$ cat src/rtl/aud_rec_i2s_rx.sv
// aud_rec_i2s_rx
// Deserialises one channel of WM8731 ADC audio (I2S framing, codec is the
// clock master, 16-bit words) and writes each captured sample to the next
// sequential SRAM word address. Everything runs on the rising edge of
// AUD_BCLK; the start/pause/stop pulses already live in this clock domain.
//
// Frame timing as seen on rising BCLK edges, for the selected channel:
//   E0      first edge where LRCK shows the selected channel; the bit on
//           this edge is the LSB of the previous word and is dropped
//   E1      MSB of our word (captured while the FSM sits in SKIP)
//   E2..E15 middle bits (captured in SHIFT)
//   E16     LSB; the word is committed and o_we pulses on the next cycle
// A 16-bit slot toggles LRCK on E16 itself, so the final-bit check takes
// priority over the "LRCK moved mid-word" abort inside SHIFT.

module aud_rec_i2s_rx #(
    parameter int                DATA_W   = 16,
    parameter int                ADDR_W   = 20,
    parameter logic [ADDR_W-1:0] MAX_ADDR = {ADDR_W{1'b1}},
    parameter logic              CHANNEL  = 1'b0
) (
    input  logic              i_clk,
    input  logic              i_rst_n,
    input  logic              i_start,
    input  logic              i_pause,
    input  logic              i_stop,
    input  logic              i_lrck,
    input  logic              i_adcdat,
    output logic [ADDR_W-1:0] o_addr,
    output logic [DATA_W-1:0] o_data,
    output logic              o_we,
    output logic [ADDR_W-1:0] o_last_addr,
    output logic              o_recording,
    output logic              o_full
);

    // Wide enough to hold the value DATA_W-1 ("bits collected so far").
    localparam int CNT_W = $clog2(DATA_W + 1);

    typedef enum logic [2:0] {
        S_IDLE,
        S_WAIT,
        S_SKIP,
        S_SHIFT,
        S_PAUSED,
        S_DONE
    } state_t;

    state_t            state_q;
    state_t            state_d;

    logic              lrck_q;

    logic [DATA_W-1:0] shreg_q;
    logic [DATA_W-1:0] shreg_d;
    logic [CNT_W-1:0]  bitCnt_q;
    logic [CNT_W-1:0]  bitCnt_d;

    logic [ADDR_W-1:0] addrCnt_q;
    logic [ADDR_W-1:0] addrCnt_d;
    logic [ADDR_W-1:0] addr_q;
    logic [ADDR_W-1:0] addr_d;
    logic [ADDR_W-1:0] lastAddr_q;
    logic [ADDR_W-1:0] lastAddr_d;
    logic [DATA_W-1:0] data_q;
    logic [DATA_W-1:0] data_d;
    logic              we_q;
    logic              we_d;
    logic              full_q;
    logic              full_d;

    logic              wordEdge;
    logic              lrckToggle;
    logic              lastBit;
    logic              atMax;
    logic              newTake;
    logic              commit;

    // Per-edge events that both the FSM and the datapath key off.
    always_comb begin
        wordEdge   = (lrck_q != CHANNEL) && (i_lrck == CHANNEL);
        lrckToggle = (lrck_q != i_lrck);
        lastBit    = (bitCnt_q == CNT_W'(DATA_W - 1));
        atMax      = (addrCnt_q == MAX_ADDR);
        newTake    = ((state_q == S_IDLE) || (state_q == S_DONE)) && i_start && !i_stop;
        commit     = (state_q == S_SHIFT) && lastBit && !i_stop && !i_pause;
    end

    // State register.
    always_ff @(posedge i_clk or negedge i_rst_n) begin
        if (!i_rst_n) begin
            state_q <= S_IDLE;
        end else begin
            state_q <= state_d;
        end
    end

    // Next-state logic; stop beats pause beats start/audio events.
    always_comb begin
        state_d = state_q;
        case (state_q)
            S_IDLE: begin
                if (!i_stop && i_start) begin
                    state_d = S_WAIT;
                end
            end
            S_WAIT: begin
                if (i_stop) begin
                    state_d = S_IDLE;
                end else if (i_pause) begin
                    state_d = S_PAUSED;
                end else if (wordEdge) begin
                    state_d = S_SKIP;
                end
            end
            S_SKIP: begin
                if (i_stop) begin
                    state_d = S_IDLE;
                end else if (i_pause) begin
                    state_d = S_PAUSED;
                end else if (lrckToggle) begin
                    state_d = wordEdge ? S_SKIP : S_WAIT;
                end else begin
                    state_d = S_SHIFT;
                end
            end
            S_SHIFT: begin
                if (i_stop) begin
                    state_d = S_IDLE;
                end else if (i_pause) begin
                    state_d = S_PAUSED;
                end else if (lastBit) begin
                    state_d = atMax ? S_DONE : S_WAIT;
                end else if (lrckToggle) begin
                    state_d = wordEdge ? S_SKIP : S_WAIT;
                end
            end
            S_PAUSED: begin
                if (i_stop) begin
                    state_d = S_IDLE;
                end else if (i_start) begin
                    state_d = S_WAIT;
                end
            end
            S_DONE: begin
                if (i_stop) begin
                    state_d = S_IDLE;
                end else if (i_start) begin
                    state_d = S_WAIT;
                end
            end
            default: begin
                state_d = S_IDLE;
            end
        endcase
    end

    // FSM-derived and registered outputs; o_we is also gated by reset.
    always_comb begin
        o_recording = (state_q == S_WAIT) || (state_q == S_SKIP) || (state_q == S_SHIFT);
        o_we        = we_q & i_rst_n;
        o_addr      = addr_q;
        o_data      = data_q;
        o_last_addr = lastAddr_q;
        o_full      = full_q;
    end

    // Datapath next values: shifting, address counting and the write commit.
    always_comb begin
        shreg_d    = shreg_q;
        bitCnt_d   = bitCnt_q;
        addrCnt_d  = addrCnt_q;
        addr_d     = addr_q;
        data_d     = data_q;
        lastAddr_d = lastAddr_q;
        full_d     = full_q;
        we_d       = 1'b0;

        if (state_q == S_SKIP) begin
            shreg_d  = {shreg_q[DATA_W-2:0], i_adcdat};
            bitCnt_d = CNT_W'(1);
        end else if ((state_q == S_SHIFT) && !lastBit) begin
            shreg_d  = {shreg_q[DATA_W-2:0], i_adcdat};
            bitCnt_d = bitCnt_q + CNT_W'(1);
        end

        if (newTake) begin
            addrCnt_d = '0;
            full_d    = 1'b0;
        end

        if (commit) begin
            data_d     = {shreg_q[DATA_W-2:0], i_adcdat};
            addr_d     = addrCnt_q;
            lastAddr_d = addrCnt_q;
            we_d       = 1'b1;
            if (atMax) begin
                full_d = 1'b1;
            end else begin
                addrCnt_d = addrCnt_q + ADDR_W'(1);
            end
        end
    end

    // Datapath registers and the LRCK history bit.
    always_ff @(posedge i_clk or negedge i_rst_n) begin
        if (!i_rst_n) begin
            lrck_q     <= 1'b0;
            shreg_q    <= '0;
            bitCnt_q   <= '0;
            addrCnt_q  <= '0;
            addr_q     <= '0;
            data_q     <= '0;
            lastAddr_q <= '0;
            we_q       <= 1'b0;
            full_q     <= 1'b0;
        end else begin
            lrck_q     <= i_lrck;
            shreg_q    <= shreg_d;
            bitCnt_q   <= bitCnt_d;
            addrCnt_q  <= addrCnt_d;
            addr_q     <= addr_d;
            data_q     <= data_d;
            lastAddr_q <= lastAddr_d;
            we_q       <= we_d;
            full_q     <= full_d;
        end
    end

endmodule

$ cat config.mk
export PLATFORM = sky130hd
export DESIGN_NAME = aud_rec_i2s_rx
export DESIGN_NICKNAME = d
export VERILOG_FILES = /design/src/rtl/aud_rec_i2s_rx.sv
export SDC_FILE = /design/constraint.sdc
export NUM_CORES = 1
export LEC_CHECK = 0
export ABC_AREA = 1
export ABC_CLOCK_PERIOD_IN_PS = 6100
export CAP_MARGIN = 20
export CORE_MARGIN = 4
export CORE_UTILIZATION = 55
export DETAILED_ROUTE_END_ITERATION = 7
export PLACE_DENSITY_LB_ADDON = 0.3
export SLEW_MARGIN = 20
export SYNTH_ARGS = -nofsm -noshare
export SYNTH_HDL_FRONTEND = slang
export SYNTH_SLANG_ARGS = --single-unit
$ cat constraint.sdc
create_clock -name i_clk -period 6.1 [get_ports i_clk]
set_clock_uncertainty 0.2 [all_clocks]
set_input_delay 0.915 -clock i_clk [delete_from_list [all_inputs] [get_ports i_clk]]
set_output_delay 0.915 -clock i_clk [all_outputs]
set_load 0.005 [all_outputs]
==> results.yml, run 1 <==
route:
  wl_um: 8240
  routedWlPerCell_um: 13.1
  firstDrtPassIters: 4
  avgViaCountPerCell: 5.14
  initialDrtViolationCount: 275
  vias: 3231
  drc: 0
  ant_nets: 0
timing:
  worstMarginPinSlew_ps: 986
  min_period_over_period: 0.521
  finalSetupViolCount: 0
  min_period_ps: 3180
  slew_headroom: 0.342
  rsz0062_at_grt: "no"
  hold_viol_final: 0
  finalMaxSlewViolations: 0
  clock.fmax_ghz: 0.315
  fin_setup_tns_ps: 0
cells_and_area:
  nets: 540
  n_antenna_cell: 0
  syn_to_final_growth_pct: 18.1
  nFillCells: 573
  layout-drive-gt1-share: 0.0677
  multiInputGateArea_um2: 1570
  most-common-layout-cells: "142 x nand2_1, 82 x dfrtp_1, 64 x clkdlybuf4s50_1, 53 x o21ai_0, 46 x inv_1"
  final_common_cell: "nand2_1"
  fin_cells: 628
  seq_area_um2: 2050
power:
  max-vdd-ir-drop_v: 0.000139
  power.total_mw: 1.12
  clkPwrFrac: 0.328
  power.density_nw_per_um2: 235
  switching_share: 0.289
  p_int_mw: 0.795
  total_leakage_power_nw: 2.17
  p_switching_mw: 0.323
  p_comb_frac: 0.129
  share_seq_of_total_power: 0.543
synth:
  ys_ff_latch: 82
  synth-seq-area-share: 0.509
  syn_nets: 499
  yosysWarnings: 0
  synth_ff_type: "dfrtp_1"
  yosysTopAreaCellShare: 0.509
  synth_edf_count: 0
  synth_area_leaders: "dfrtp_1 51%, nand2_1 13%, o21ai_0 6.6%"
  ys_async_sr_fraction: 1.00
  netlist_instances: 486
  yosys.area.top_type: "dfrtp_1"
  avgSynthCellArea_um2: 8.30
  ys_types: 27
  synth_area_um2: 4040
cts:
  hold_buffers: 0
  clk_pin_slew_ps: 90
  cts_root_buf: "clkbuf_8"
  cts_max_level: 3
  cts_sinks: 82
  max-clock-path-buffers: 2
  clkLatencyLatePin_ps: 350
  cts_tree: "built"
  ctsResizeCount: 0
  cts_setup_buffers: 0
  cts_buffers: 9
worst_setup_path:
  start_kind: "input pin"
  arrival_ps: 3240
  worst-endpoint-required_ps: 6160
  path_class: "input pin to register"
  ff2ff_setup_slack_ps: 3020
  r2r-start: "bitCnt_q[0]"
  endpoint_kind: "register"
  rr_worst_depth: 12
  r2r-end: "addrCnt_q[18]"
  critPathMaxFanout: 75
outcome:
  outcome: "finished, final reports clean"
place:
  numPortBuffers: 65
  dp_cells: 612
  place.gp.congestion: 0.923
  dpl.hpwl_um: 5810
global_routing:
  grt_pass1_wl_um: 14100
  grt.overflow.total: 0
  antenna_found_initial: 0
  grt_max_degree: 80
  grt_util_all_layers: 0.203
  first_global_vias: 3070
die:
  dieArea_um2: 8770
  coreArea_um2: 6940
  ios: 66
  fp-row-count: 30
  die_h_um: 93.7
  initial_core_util: 0.581
  fp.dieW_um: 93.7
flow_run:
  max-cap-violations: 0
min_path:
  holdCritPathClass: "input pin to async pin"
-- worst max path at each step --
stage               slack [ps]       endpoint     from  cells after the start
detailed placement        2570  addrCnt_q[18]   i_stop                      8
global route              2710  addrCnt_q[17]   i_stop                      8
floorplan                 3990           o_we  i_rst_n                      2
CTS                       2920  addrCnt_q[18]   i_stop                      8
finish                    2920  addrCnt_q[18]   i_stop                      8
global placement          2680  addrCnt_q[19]   i_stop                      9
-- registers in the layout, summed over array words and instances, names as in the netlist --
name         flops
addrCnt_q       20
o_last_addr     20
o_data          16
shreg_q         15
bitCnt_q         5
state_q          3
lrck_q           1
o_full           1
we_q             1
-- area by class of cell --
class | count | area share
sequential | 82 | 0.430
multi-input combinational | 319 | 0.329
timing repair buffer | 67 | 0.139
inverter | 48 | 0.0378
clock buffer | 10 | 0.0289
tap | 96 | 0.0252
clock inverter | 6 | 0.00997
-- power groups by stage --
stage,Clock [mW],Sequential (mW),Combinational (mW)
floorplan,0,0.611,0.102
global placement,0,0.615,0.139
detailed placement,0,0.617,0.144
CTS,0.376,0.606,0.145
global route,0.403,0.611,0.170
finish,0.367,0.607,0.144
-- kinds of logic (layout without fill, tap and decap cells) --
logic type / after synthesis / in the layout / synth area share
AND/OR/NAND/NOR: 229 / 229 / 0.249
flip-flops: 82 / 82 / 0.509
adder cells (fa/ha/maj): 6 / 6 / 0.0186
XOR/XNOR: 15 / 15 / 0.0326
AO/OA/AOI/OAI: 69 / 69 / 0.0877
buffers and inverters: 85 / 131 / 0.104
-- routing by layer --
| layer | vias up | track usage | routed length (um) |
|---|---|---|---|
| met5 | - | 0 | 0 |
| li1 | 1615 | - | - |
| met4 | 0 | 0.0578 | 90 |
| met1 | 1528 | 0.276 | 3750 |
| met3 | 9 | 0.0473 | 418 |
| met2 | 79 | 0.326 | 3980 |
-- critical path, cell delays in order --
cell and delay [ps]:
clkdlybuf4s50_1 520, nor2_1 110, nand2_2 70, buf_4 500, inv_1 520, nand2_4 320
nand3_1 100, o21ai_1 140
-- metrics by stage --
| step | instance area (um^2) | worst slack, ps | util | hold WS, ps |
|---|---|---|---|---|
| global placement | 4580 | 2680 | 0.660 | 251 |
| CTS | 4770 | 2920 | 0.686 | 145 |
| global route | 4770 | 2710 | 0.686 | 132 |
| finish | 4770 | 2920 | 0.686 | 151 |
| floorplan | 4040 | 3990 | - | 235 |
| detailed placement | 4580 | 2570 | 0.660 | 257 |
-- Yosys cell counts (4+ instances only) --
master    instances
a21oi_1           4
buf_2            11
buf_4            21
clkbuf_1          4
dfrtp_1          82
ha_1              6
inv_1            46
nand2_1         143
nand3_1          39
nand4_1           6
nor2_1           24
nor2_2            5
o21ai_0          53
o21ai_1           7
xor2_1           13
(Power assumes the default switching activity.)
==> run 2, diff against run 1 <==
ABC_CLOCK_PERIOD_IN_PS = 3300   (was 6100)
CORE_UTILIZATION = 53   (was 55)
clock period = 3.3 ns   (was 6.1 ns; I/O delays follow)
==> run 2 against run 1 <==
Clock-buffer cell count grew 1. Flip-flop and latch count is the same. Combinational power grew 86%. Sequential share of layout area shrank 0.20 points. Die area grew 3.4%. Clock power grew 81%. Core utilization shrank 3.3 points. Critical path type is now input pin to primary output. Largest cell class unchanged.
==> results.yml, run 2 (synthesis results as in run 1) <==
outcome:
  outcome: "finished, final reports clean"
min_path:
  holdCritPathClass: "register to register"
  min_path_cells: 1
cts:
  max-clock-path-buffers: 2
  cts_buffers: 9
  clk_pin_slew_ps: 80
  cts_root_buf: "clkbuf_8"
  cts_sinks: 82
  clkLatencyLatePin_ps: 350
  ctsResizeCount: 0
  cts_max_level: 3
  cts_tree: "built"
worst_setup_path:
  rr_worst_depth: 8
  crit_path_cell_trace: "dlygate4sd3_1, buf_4, nand2_1, inv_1, clkdlybuf4s50_1"
  endpoint_kind: "primary output"
  start_kind: "input pin"
  critPathMaxFanout: 27
  worst-endpoint-required_ps: 2600
  path_class: "input pin to primary output"
  cpMaxStageDelayCell: "dlygate4sd3_1"
  slowest_delay_ps: 520
  arrival_ps: 2000
timing:
  finalMaxSlewViolations: 0
  rsz0062_at_grt: "no"
  min_period_over_period: 0.818
  setup_ws_ps: 602
  worstMarginPinSlew_ps: 837
  clock.fmax_ghz: 0.371
  fin_setup_tns_ps: 0
  finalSetupViolCount: 0
  slew_headroom: 0.440
  hold_viol_final: 0
  holdWs_ps: 276
  min_period_ps: 2700
place:
  dpl.hpwl_um: 5750
  numPortBuffers: 65
  place.gp.congestion: 0.881
  pre_cts_ws_ps: 740
global_routing:
  grt_util_all_layers: 0.202
  antenna_found_initial: 0
  grt_max_degree: 75
  grt_pass1_wl_um: 14400
  first_global_vias: 3096
  grt.overflow.total: 0
power:
  power.density_nw_per_um2: 429
  max-vdd-ir-drop_v: 0.000252
  total_leakage_power_nw: 2.17
route:
  ant_nets: 0
  initialDrtViolationCount: 185
  firstDrtPassIters: 4
  vias: 3284
  routedWlPerCell_um: 13.0
  drc: 0
  avgViaCountPerCell: 5.18
  wl_um: 8240
cells_and_area:
  layout-drive-gt1-share: 0.0692
  nets: 543
  final_common_cell: "nand2_1"
  syn_to_final_growth_pct: 18.7
  n_antenna_cell: 0
  most-common-layout-cells: "142 x nand2_1, 82 x dfrtp_1, 64 x clkdlybuf4s50_1, 53 x o21ai_0, 46 x inv_1"
die:
  dieArea_um2: 9070
  initial_core_util: 0.550
  coreArea_um2: 7330
  ios: 66
  die_h_um: 95.3
  fp.dieW_um: 95.3
  fp-row-count: 31
flow_run:
  max-cap-violations: 0
## run 2: area by class of cell
| class | instances | area, um^2 |
|---|---|---|
| Clock buffer | 11 | 141 |
| Clock inverter | 5 | 37.5 |
| Fill cell | 602 | 2540 |
| Multi-Input combinational cell | 319 | 1570 |
| Timing Repair Buffer | 70 | 688 |
| Sequential cell | 82 | 2050 |
| Tap cell | 99 | 124 |
| Inverter | 48 | 180 |
## run 2: path summary, 6_finish.rpt
check | slack (ps) | start | to
max in group asynchronous | 1510 | i_rst_n | bitCnt_q[4]
max | 600 | i_rst_n | o_we
min in group asynchronous | 390 | i_rst_n | lrck_q
min | 280 | bitCnt_q[3] | bitCnt_q[3]
min reg2reg | 280 | bitCnt_q[3] | bitCnt_q[3]
max reg2reg | 740 | bitCnt_q[0] | shreg_q[6]
## run 2: repair_timing
action / in CTS / in global routing
hold endpoints to repair: 25 / 0
buffers inserted: 0 / 0
hold buffers: 1 / 0
## run 2: metal layers
metal	track usage	routed length, um	vias to the layer above
met4	0.0493	63	0
li1	-	-	1620
met5	0	0	-
met1	0.280	3840	1556
met2	0.321	3850	103
met3	0.0466	488	5
## run 2: power breakdown
group	total [mW]	switching (mW)	internal, mW
Combinational	0.268	0.172	0.0964
Clock	0.664	0.366	0.298
Sequential	1.12	0.0465	1.07
Total	2.05	0.584	1.47
## run 2: metrics by stage
step                std cells  power (mW)  cell area (um^2)   util
global placement          617        1.40              4600  0.628
CTS                       634        2.08              4790  0.653
floorplan                 486        1.32              4040      -
detailed placement        617        1.41              4600  0.628
global route              634        2.17              4790  0.653
finish                    634        2.05              4790  0.653
## run 2: critical path: cells and delay by family
kind / cells / cell delay [ps]
and+or+nand+nor: 1 / 90
buffers and inverters: 4 / 1390
==> run 3, diff against run 2 <==
ABC_CLOCK_PERIOD_IN_PS = 2400   (was 3300)
CORE_UTILIZATION = 48   (was 53)
clock period = 2.4 ns   (was 3.3 ns; I/O delays follow)
==> run 3 against run 2 <==
Clock power up 72%. Hold slack better by 12 ps. Sequential power up 38%. Final area up 2.2%. Sequential share of layout area down 0.92 points. Combinational power up 49%.
==> results.yml, run 3 (synthesis results as in run 1) <==
route:
  avgViaCountPerCell: 5.15
  routedWlPerCell_um: 13.2
  wl_um: 8460
  firstDrtPassIters: 6
  ant_nets: 0
  initialDrtViolationCount: 298
  vias: 3313
  drc: 0
place:
  dpl.hpwl_um: 5900
  place.gp.congestion: 0.932
  numPortBuffers: 65
  dp_cells: 626
  place_area_um2: 4660
cts:
  cts_setup_buffers: 0
  ctsResizeCount: 0
  cts_sinks: 82
  hold_buffers: 0
  clkLatencyLatePin_ps: 360
  clk_pin_slew_ps: 90
  cts_buffers: 9
  cts_root_buf: "clkbuf_8"
  cts_tree: "built"
  max-clock-path-buffers: 2
  cts_max_level: 3
die:
  coreArea_um2: 8220
  fp-row-count: 33
  die_h_um: 99.7
  ios: 66
  initial_core_util: 0.491
  fp.dieW_um: 99.7
  dieArea_um2: 9940
power:
  p_comb_frac: 0.129
  total_leakage_power_nw: 2.22
  p_int_mw: 2.23
  power.density_nw_per_um2: 630
  max-vdd-ir-drop_v: 0.000398
  switching_share: 0.277
  p_switching_mw: 0.855
  clkPwrFrac: 0.371
  share_seq_of_total_power: 0.500
  power.total_mw: 3.09
outcome:
  outcome: "finished, final reports clean"
cells_and_area:
  multiInputGateArea_um2: 1570
  final_common_cell: "nand2_1"
  syn_to_final_growth_pct: 21.3
  n_antenna_cell: 0
  nFillCells: 732
  most-common-layout-cells: "142 x nand2_1, 82 x dfrtp_1, 64 x clkdlybuf4s50_1, 53 x o21ai_0, 46 x inv_1"
  fin_cells: 643
  fin_area_um2: 4890
  nets: 546
  seq_area_um2: 2050
  layout-drive-gt1-share: 0.0743
timing:
  min_period_ps: 2160
  slew_headroom: 0.513
  worstMarginPinSlew_ps: 730
  finalSetupViolCount: 0
  rsz0062_at_grt: "no"
  hold_viol_final: 0
  holdWs_ps: 288
  finalMaxSlewViolations: 0
  min_period_over_period: 0.900
  fin_setup_tns_ps: 0
  clock.fmax_ghz: 0.463
global_routing:
  grt_max_degree: 83
  antenna_found_initial: 0
  grt_pass1_wl_um: 14800
  grt_util_all_layers: 0.184
  first_global_vias: 3174
  grt.overflow.total: 0
worst_setup_path:
  crit_family: "simple AND/OR/NAND/NOR gates"
  slowest_delay_ps: 390
  cpMaxStageDelayCell: "dfrtp_1"
  critPathMaxFanout: 22
  arrival_ps: 2260
  path_class: "register to register"
  start_kind: "register"
  crit_path_cell_trace: "ha_1, nand2_1, nor2_1, ha_1, inv_1, nor2_1, nand2_2, inv_1, buf_4, o21ai_0, nand2_1"
  endpoint_kind: "register"
  ff2ff_setup_slack_ps: 240
  worst-endpoint-required_ps: 2500
  path_buf_inv: 3
min_path:
  holdCritPathClass: "register to register"
flow_run:
  max-cap-violations: 0
==> run 3: cell types whose count changed in the layout (fill, tap and decap cells not counted), sizes merged <==
cell | previous run | this run
buf | 5 | 8
bufinv | 0 | 2
inv | 50 | 51
clkinvlp | 2 | 0
clkbuf | 11 | 10
==> run 3: cell type report <==
type,count,area share
Sequential cell,82,0.419
Multi-Input combinational cell,319,0.320
Timing Repair Buffer,73,0.151
Inverter,48,0.0368
Tap cell,105,0.0268
Clock buffer,10,0.0261
Clock inverter,6,0.0199
==> run 3: worst paths after layout <==
check | from | to | cells after the start
worst max register to register | bitCnt_q[1] | addrCnt_q[16] | 11
max in group asynchronous | i_rst_n | lrck_q | 3
worst min register to register | o_data[11] | o_data[11] | 2
worst max-delay path | bitCnt_q[1] | addrCnt_q[16] | 11
min in group asynchronous | i_rst_n | o_last_addr[2] | 3
worst min-delay path | o_data[11] | o_data[11] | 2
==> run 3: worst reg2reg max path, delay by kind of cell, from the launching register on <==
kind / cells / cell delay (ps)
AND/OR/NAND/NOR: 5 / 530
buffers and inverters: 3 / 450
flip-flops: 1 / 390
adder cells (fa/ha/maj): 2 / 380
AO/OA/AOI/OAI: 1 / 150
==> run 3: per-stage QoR <==
step                       util  worst slack (ps)
after global routing      0.596              29.9
after detailed placement  0.567               221
final                     0.596               240
after floorplan               -               477
after global placement    0.567               329
after CTS                 0.594               234
==> run 3: power by group through the flow <==
| stage | clock network, mW | logic, mW | registers (mW) |
|---|---|---|---|
| 5_1_grt | 1.23 | 0.464 | 1.55 |
| 6_report | 1.14 | 0.399 | 1.54 |
| 2_1_floorplan | 0 | 0.259 | 1.55 |
| 3_5_place_dp | 0 | 0.394 | 1.57 |
| 4_1_cts | 1.16 | 0.397 | 1.54 |
| 3_3_place_gp | 0 | 0.383 | 1.56 |
==> run 3: routing by layer <==
layer  vias to the layer above  GRT usage  share of wire
met5                         -          0              0
met1                      1564      0.264           0.47
met2                       109      0.272           0.45
met4                         0     0.0683          0.019
li1                       1623          -              -
met3                        17     0.0421          0.057
